[config.mk]
export PLATFORM = sky130hd
export DESIGN_NAME = mem_region_decoder
export DESIGN_NICKNAME = d
export VERILOG_FILES = /design/src/rtl/mem_dec_pkg.sv /design/src/rtl/mem_region_match.sv /design/src/rtl/mem_region_decoder.sv
export SDC_FILE = /design/constraint.sdc
export NUM_CORES = 1
export LEC_CHECK = 0
export ABC_AREA = 1
export CORE_AREA = 4 4 74 144
export CTS_CLUSTER_DIAMETER = 40
export DETAILED_ROUTE_END_ITERATION = 10
export DIE_AREA = 0 0 78 148
export PLACE_DENSITY_LB_ADDON = 0.3
export SYNTH_ARGS = -nofsm -noshare
export SYNTH_HDL_FRONTEND = slang
export SYNTH_SLANG_ARGS = --single-unit
[constraint.sdc]
create_clock -name clk -period 2.2 [get_ports clk]
set_input_delay 0.44 -clock clk [delete_from_list [all_inputs] [get_ports clk]]
set_output_delay 0.44 -clock clk [all_outputs]
set_load 0.01 [all_outputs]
[src/rtl/mem_dec_pkg.sv]
// Shared definitions for the memory region decoder: FSM states, access sizes
// and the default CPU memory map. Optional build macro: MEM_DEC_ALIGN_CHECK_EN.
package mem_dec_pkg;

  typedef enum logic [1:0] {
    IDLE   = 2'd0,
    ACCESS = 2'd1,
    FAULT  = 2'd2
  } decStateT;

  localparam logic [1:0] SZ_BYTE = 2'd0;
  localparam logic [1:0] SZ_HALF = 2'd1;
  localparam logic [1:0] SZ_WORD = 2'd2;

  localparam logic [31:0] DATA_BASE   = 32'h1001_0000;
  localparam logic [31:0] DATA_LIMIT  = 32'h1001_0FFF;
  localparam logic [31:0] STACK_BASE  = 32'h7FFF_EFFC;
  localparam logic [31:0] STACK_LIMIT = 32'h7FFF_FFFB;
  localparam logic [31:0] VGA_BASE    = 32'h0000_B800;
  localparam logic [31:0] VGA_LIMIT   = 32'h0000_CACF;
  localparam logic [31:0] MMIO_BASE   = 32'hFFFF_0000;
  localparam logic [31:0] MMIO_LIMIT  = 32'hFFFF_000C;

  function automatic int idxWidth(input int n);
    return (n > 1) ? $clog2(n) : 1;
  endfunction

endpackage

[src/rtl/mem_region_match.sv]
// Combinational priority matcher: finds the lowest-index region containing
// vaddr and returns its index and the truncated offset from the region base.
module mem_region_match
  import mem_dec_pkg::*;
#(
  parameter int NUM_REGIONS = 4,
  parameter int PHYS_W = 13,
  parameter logic [NUM_REGIONS*32-1:0] REGION_BASE =
    {MMIO_BASE, VGA_BASE, STACK_BASE, DATA_BASE},
  parameter logic [NUM_REGIONS*32-1:0] REGION_LIMIT =
    {MMIO_LIMIT, VGA_LIMIT, STACK_LIMIT, DATA_LIMIT},
  localparam int IDX_W = idxWidth(NUM_REGIONS)
) (
  input  logic [31:0]       vaddr,
  output logic              hit,
  output logic [IDX_W-1:0]  idx,
  output logic [PHYS_W-1:0] offset
);

  // Scan from the top down so the lowest matching index is written last.
  always_comb begin
    hit    = 1'b0;
    idx    = '0;
    offset = '0;
    for (int i = NUM_REGIONS - 1; i >= 0; i--) begin
      if ((vaddr >= REGION_BASE[32*i +: 32]) && (vaddr <= REGION_LIMIT[32*i +: 32])) begin
        hit    = 1'b1;
        idx    = IDX_W'(i);
        offset = PHYS_W'(vaddr - REGION_BASE[32*i +: 32]);
      end
    end
  end

endmodule

[src/rtl/mem_region_decoder.sv]
// Registered memory region decoder between the load/store stage and the banks.
// Build macro MEM_DEC_ALIGN_CHECK_EN turns misaligned hits into faults.
//
// state  | meaning
// IDLE   | req_ready high, waiting for a request
// ACCESS | region enables driven, wait counter running to zero
// FAULT  | one-cycle unmapped-access report
module mem_region_decoder
  import mem_dec_pkg::*;
#(
  parameter int NUM_REGIONS = 4,
  parameter int PHYS_W = 13,
  parameter int BANK_W = 2,
  parameter logic [NUM_REGIONS*32-1:0] REGION_BASE =
    {MMIO_BASE, VGA_BASE, STACK_BASE, DATA_BASE},
  parameter logic [NUM_REGIONS*32-1:0] REGION_LIMIT =
    {MMIO_LIMIT, VGA_LIMIT, STACK_LIMIT, DATA_LIMIT},
  parameter logic [NUM_REGIONS*BANK_W-1:0] REGION_BANK = {2'd2, 2'd1, 2'd0, 2'd0},
  parameter logic [NUM_REGIONS*4-1:0] REGION_WAIT = {4'd0, 4'd1, 4'd0, 4'd0}
) (
  input  logic                   clk,
  input  logic                   rst,
  input  logic                   req_valid,
  input  logic                   req_write,
  input  logic [1:0]             req_size,
  input  logic [31:0]            vaddr,
  output logic                   req_ready,
  output logic [PHYS_W-1:0]      phys_addr,
  output logic [NUM_REGIONS-1:0] mem_en,
  output logic [BANK_W-1:0]      mem_bank,
  output logic                   mem_we,
  output logic                   acc_done,
  output logic                   fault,
  output logic [31:0]            fault_addr,
  output logic                   fault_sticky,
  input  logic                   fault_clr
);

  localparam int IDX_W = idxWidth(NUM_REGIONS);

  decStateT state, stateNext;
  logic [3:0]             waitCnt, waitCntNext;
  logic [PHYS_W-1:0]      physNext;
  logic [NUM_REGIONS-1:0] enNext, oneHot;
  logic [BANK_W-1:0]      bankNext;
  logic                   weNext;
  logic [31:0]            faultAddrNext;
  logic                   stickyNext;

  logic              hit;
  logic [IDX_W-1:0]  matchIdx;
  logic [PHYS_W-1:0] matchOffset;
  logic              reqOk;

  mem_region_match #(
    .NUM_REGIONS (NUM_REGIONS),
    .PHYS_W      (PHYS_W),
    .REGION_BASE (REGION_BASE),
    .REGION_LIMIT(REGION_LIMIT)
  ) uMatch (
    .vaddr (vaddr),
    .hit   (hit),
    .idx   (matchIdx),
    .offset(matchOffset)
  );

`ifdef MEM_DEC_ALIGN_CHECK_EN
  logic misaligned;
  assign misaligned = (req_size == 2'd3) ||
                      ((req_size == SZ_HALF) && vaddr[0]) ||
                      ((req_size == SZ_WORD) && (vaddr[1:0] != 2'b00));
  assign reqOk = hit && !misaligned;
`else
  logic unusedSize;
  assign unusedSize = ^req_size;
  assign reqOk = hit;
`endif

  always_comb begin
    oneHot = '0;
    for (int i = 0; i < NUM_REGIONS; i++) begin
      oneHot[i] = (matchIdx == IDX_W'(i));
    end
  end

  assign req_ready = (state == IDLE);
  assign acc_done  = (state == ACCESS) && (waitCnt == 4'd0);
  assign fault     = (state == FAULT);

  always_comb begin
    stateNext     = state;
    waitCntNext   = waitCnt;
    physNext      = phys_addr;
    enNext        = mem_en;
    bankNext      = mem_bank;
    weNext        = mem_we;
    faultAddrNext = fault_addr;
    stickyNext    = fault_clr ? 1'b0 : fault_sticky;
    case (state)
      IDLE: begin
        if (req_valid) begin
          if (reqOk) begin
            stateNext   = ACCESS;
            waitCntNext = REGION_WAIT[int'(matchIdx)*4 +: 4];
            physNext    = matchOffset;
            enNext      = oneHot;
            bankNext    = REGION_BANK[int'(matchIdx)*BANK_W +: BANK_W];
            weNext      = req_write;
          end else begin
            stateNext     = FAULT;
            faultAddrNext = vaddr;
            stickyNext    = 1'b1;
            enNext        = '0;
            weNext        = 1'b0;
          end
        end
      end
      ACCESS: begin
        if (waitCnt == 4'd0) begin
          stateNext = IDLE;
          enNext    = '0;
          weNext    = 1'b0;
        end else begin
          waitCntNext = waitCnt - 4'd1;
        end
      end
      FAULT: begin
        // A clear arriving during the report cycle must not erase the new fault.
        stateNext  = IDLE;
        stickyNext = 1'b1;
      end
      default: stateNext = IDLE;
    endcase
  end

  always_ff @(posedge clk or posedge rst) begin
    if (rst) begin
      state        <= IDLE;
      waitCnt      <= 4'd0;
      phys_addr    <= '0;
      mem_en       <= '0;
      mem_bank     <= '0;
      mem_we       <= 1'b0;
      fault_addr   <= 32'd0;
      fault_sticky <= 1'b0;
    end else begin
      state        <= stateNext;
      waitCnt      <= waitCntNext;
      phys_addr    <= physNext;
      mem_en       <= enNext;
      mem_bank     <= bankNext;
      mem_we       <= weNext;
      fault_addr   <= faultAddrNext;
      fault_sticky <= stickyNext;
    end
  end

endmodule

==> out/results.ini <==
[floorplanning]
io_pins = 95
fp.dieW_um = 78
fp.coreArea_um2 = 9450
initial_core_util = 0.397
die_h_um = 148
row_count = 50
die-area_um2 = 11500

[timing]
setup_violations = 0
fmax_mhz = 473
finalHoldViolations = 0
worst_slew_pin_slew_ps = 324
finalCritPeriodShare = 0.960
slew_headroom = 0.782
clock_skew_ps = 5.39
slew_viol_final = 0
min_period_ps = 2110
whs_ps = 483

[place]
hpwl_mm = 10.2
dpl-instance-area_um2 = 5570
portBuffers = 92
post-place-cells = 855
gp_congestion = 0.926

[critical_path]
path_buf_inv = 4
crit_arrival_ps = 2320
crit_path_start_kind = primary input
cp_top_family = buffers and inverters
slowest_delay_ps = 460
path_common_cell = nor2_2
cp_cell_sequence = clkdlybuf4s50_1 -> nor2_2 -> nand2_1 -> nor2_1 -> nand3_1 -> nor2_2 -> buf_4 -> nor2_4 -> nand4_4 -> buf_12 -> buf_6 -> o211ai_1
critPathMaxFanout = 7
critPathCaptureType = flip-flop
r2r_slack_ps = 530
criticalPathCategory = primary input to flip-flop
required_ps = 2410
slowest_stage = clkdlybuf4s50_1

[final_layout]
fin_nets = 789
multi_input_area_um2 = 2090
drive_gt1_frac = 0.256
insertedDiodeCount = 0
stdcell_count = 879
register_area_um2 = 1480
nFillCells = 845
area.growth.synth_to_final_pct = 65.1
final_area_um2 = 6190

[power_and_ir_drop]
combPwrFrac = 0.333
irDropWorstVdd_v = 0.000585
p_per_area_nw_per_um2 = 686
clockPowerShare = 0.333
switching_share = 0.309
power.internal_w = 0.00293
p_total_w = 0.00425
p_leak_nw = 3.17
pwr-share-seq = 0.334
p_sw_w = 0.00131

[outcome]
status = completed

[synthesis]
yosysWarnings = 0
postSynthRegisterBits = 59
syn_area_um2 = 3750
synthCells = 540
avgSynthCellArea_um2 = 6.94
syn_nets = 585
ys_seq_area_frac = 0.394
synth_cell_types = 36

[clock_tree]
clk_latency_ps = 330
cts_buffer_depth = 2
cts.sinks = 59
cts_tree = built
path_clk_slew_ps = 60
cts-buffers-inserted = 9
clockRootBuffer = clkbuf_16
htreeDepth = 3

[detailed_routing]
dr.pass1.iters = 5
wl_met3_um = 550
wl_met1_mm = 4.66
wire_per_inst_um = 15.2
top_layer = met4
drt-total-wl_mm = 13.4
vias_per_cell = 4.86
drtAntennaViolNets = 0
drc = 0
wl_met2_mm = 7.57
vias = 4274
drt_iter0_markers = 228

[flow_run]
drv_cap = 0

[global_routing]
grt_pass1_wl_mm = 20.5
grt_start_max_net_pins = 60
grt_antenna_before_repair = 0
grt_pass1_vias = 4291
grt_usage = 0.227
grt-ovfl-total = 0

[hold_path]
hold_path.class = flip-flop to flip-flop

## path summary, 6_finish.rpt
kind	to	start	cells after the start
hold reg to reg	phys_addr[9]	phys_addr[9]	2
hold / removal	phys_addr[9]	phys_addr[9]	2
max in group asynchronous	phys_addr[9]	rst	3
setup reg to reg	fault_addr[15]	state[1]	8
setup / recovery	fault_sticky	vaddr[21]	12
min in group asynchronous	waitCnt[1]	rst	3
## cell type report
cell class | instances | share of cell area
tap | 130 | 0.0263
timing repair buffer | 206 | 0.317
inverter | 49 | 0.0309
clock buffer | 10 | 0.0386
clock inverter | 6 | 0.0105
multi-input combinational | 419 | 0.338
sequential | 59 | 0.239
## routing by layer
layer | GRT usage | up-vias
li1 | - | 2112
met1 | 0.221 | 1985
met2 | 0.452 | 137
met3 | 0.0378 | 40
met4 | 0.0998 | 0
met5 | 0 | -
## worst min-delay path: cells and delay by family (launching register included)
family / cells / cell delay, ps
flops: 1 / 340
simple gates: 2 / 100
## synth_stat cells
cell / instances / share of area
ha_1: 6 / 0.020
o211ai_1: 1 / 0.0020
nand2_4: 2 / 0.0060
nor2_4: 1 / 0.0030
nor2_1: 87 / 0.087
nand2_1: 189 / 0.19
o21ai_2: 4 / 0.0093
inv_4: 1 / 0.0017
inv_2: 2 / 0.0020
clkbuf_1: 2 / 0.0020
nand4_1: 13 / 0.022
nor2b_1: 1 / 0.0017
buf_6: 6 / 0.018
dfrtp_1: 59 / 0.39
nand4_2: 1 / 0.0033
nor2_8: 1 / 0.0053
nand2_2: 9 / 0.015
a22o_1: 2 / 0.0047
a21oi_1: 2 / 0.0027
inv_1: 46 / 0.046
nor4_1: 1 / 0.0017
xnor2_1: 2 / 0.0047
o21bai_1: 2 / 0.0040
a31oi_1: 1 / 0.0017
xor2_1: 8 / 0.019
buf_4: 1 / 0.0020
buf_12: 1 / 0.0053
o21ai_0: 6 / 0.0080
nand3_1: 43 / 0.057
nand3b_1: 1 / 0.0020
buf_2: 3 / 0.0040
nor2_2: 2 / 0.0033
nand3_2: 2 / 0.0053
nor3_1: 7 / 0.0093
o21ai_1: 24 / 0.032
nand4_4: 1 / 0.0057
## power groups by stage
stage	sequential, W	clock (W)	combinational, W
after floorplan	0.00150	0	0.000522
after global placement	0.00142	0	0.00129
after detailed placement	0.00143	0	0.00132
after CTS	0.00142	0.00145	0.00133
after global routing	0.00144	0.00149	0.00154
final	0.00142	0.00141	0.00141
## repair_timing
action / 4_1_cts / 5_1_grt
buffers inserted: 0 / 4
gates resized for setup: 9 / 58
hold buffers: 0 / 0
setup endpoints to repair: 21 / 56
cloned: 0 / 4
endpoints found under the hold margin: 0 / 0
pin swaps: 1 / 8
## through the flow
| step | util | TNS [ps] | setup slack [ps] |
|---|---|---|---|
| global placement | 0.590 | -17410 | -407 |
| CTS | 0.624 | 0 | 1.50 |
| detailed placement | 0.590 | -17480 | -431 |
| finish | 0.655 | 0 | 87.4 |
| floorplan | - | 0 | 155 |
| global route | 0.655 | -73.7 | -23.3 |
## registers in the layout (all words and copies together), names as in the netlist
| signal | count |
|---|---|
| phys_addr | 13 |
| mem_en | 4 |
| mem_we | 1 |
| fault_sticky | 1 |
| mem_bank | 2 |
| waitCnt | 4 |
| fault_addr | 32 |
| state | 2 |
## layout by cell type, fill, tap and decap left out, drive strengths merged
cell type,count
a21oi,2
a22o,2
a31oi,1
buf,111
bufinv,1
clkbuf,13
clkdlybuf4s50,70
clkinv,1
clkinvlp,4
dfrtp,59
dlygate4sd2,1
dlymetal6s2s,21
ha,6
inv,49
nand2,200
nand3,45
nand3b,1
nand4,15
nor2,91
nor2b,1
nor3,7
nor4,1
o211ai,1
o21ai,34
o21bai,2
xnor2,2
xor2,8
## cell families (layout without fill, tap and decap cells)
logic type	after synthesis	count (layout)	share of synthesized area
and+or+nand+nor	361	361	0.417
buffers and inverters	62	271	0.0811
DFF	59	59	0.394
AOI/OAI and AO/OA	42	42	0.0644
xor gates and xnor gates	10	10	0.0234
adders and majority gates	6	6	0.0200
Note: power is estimated with default switching activity, not from simulation.
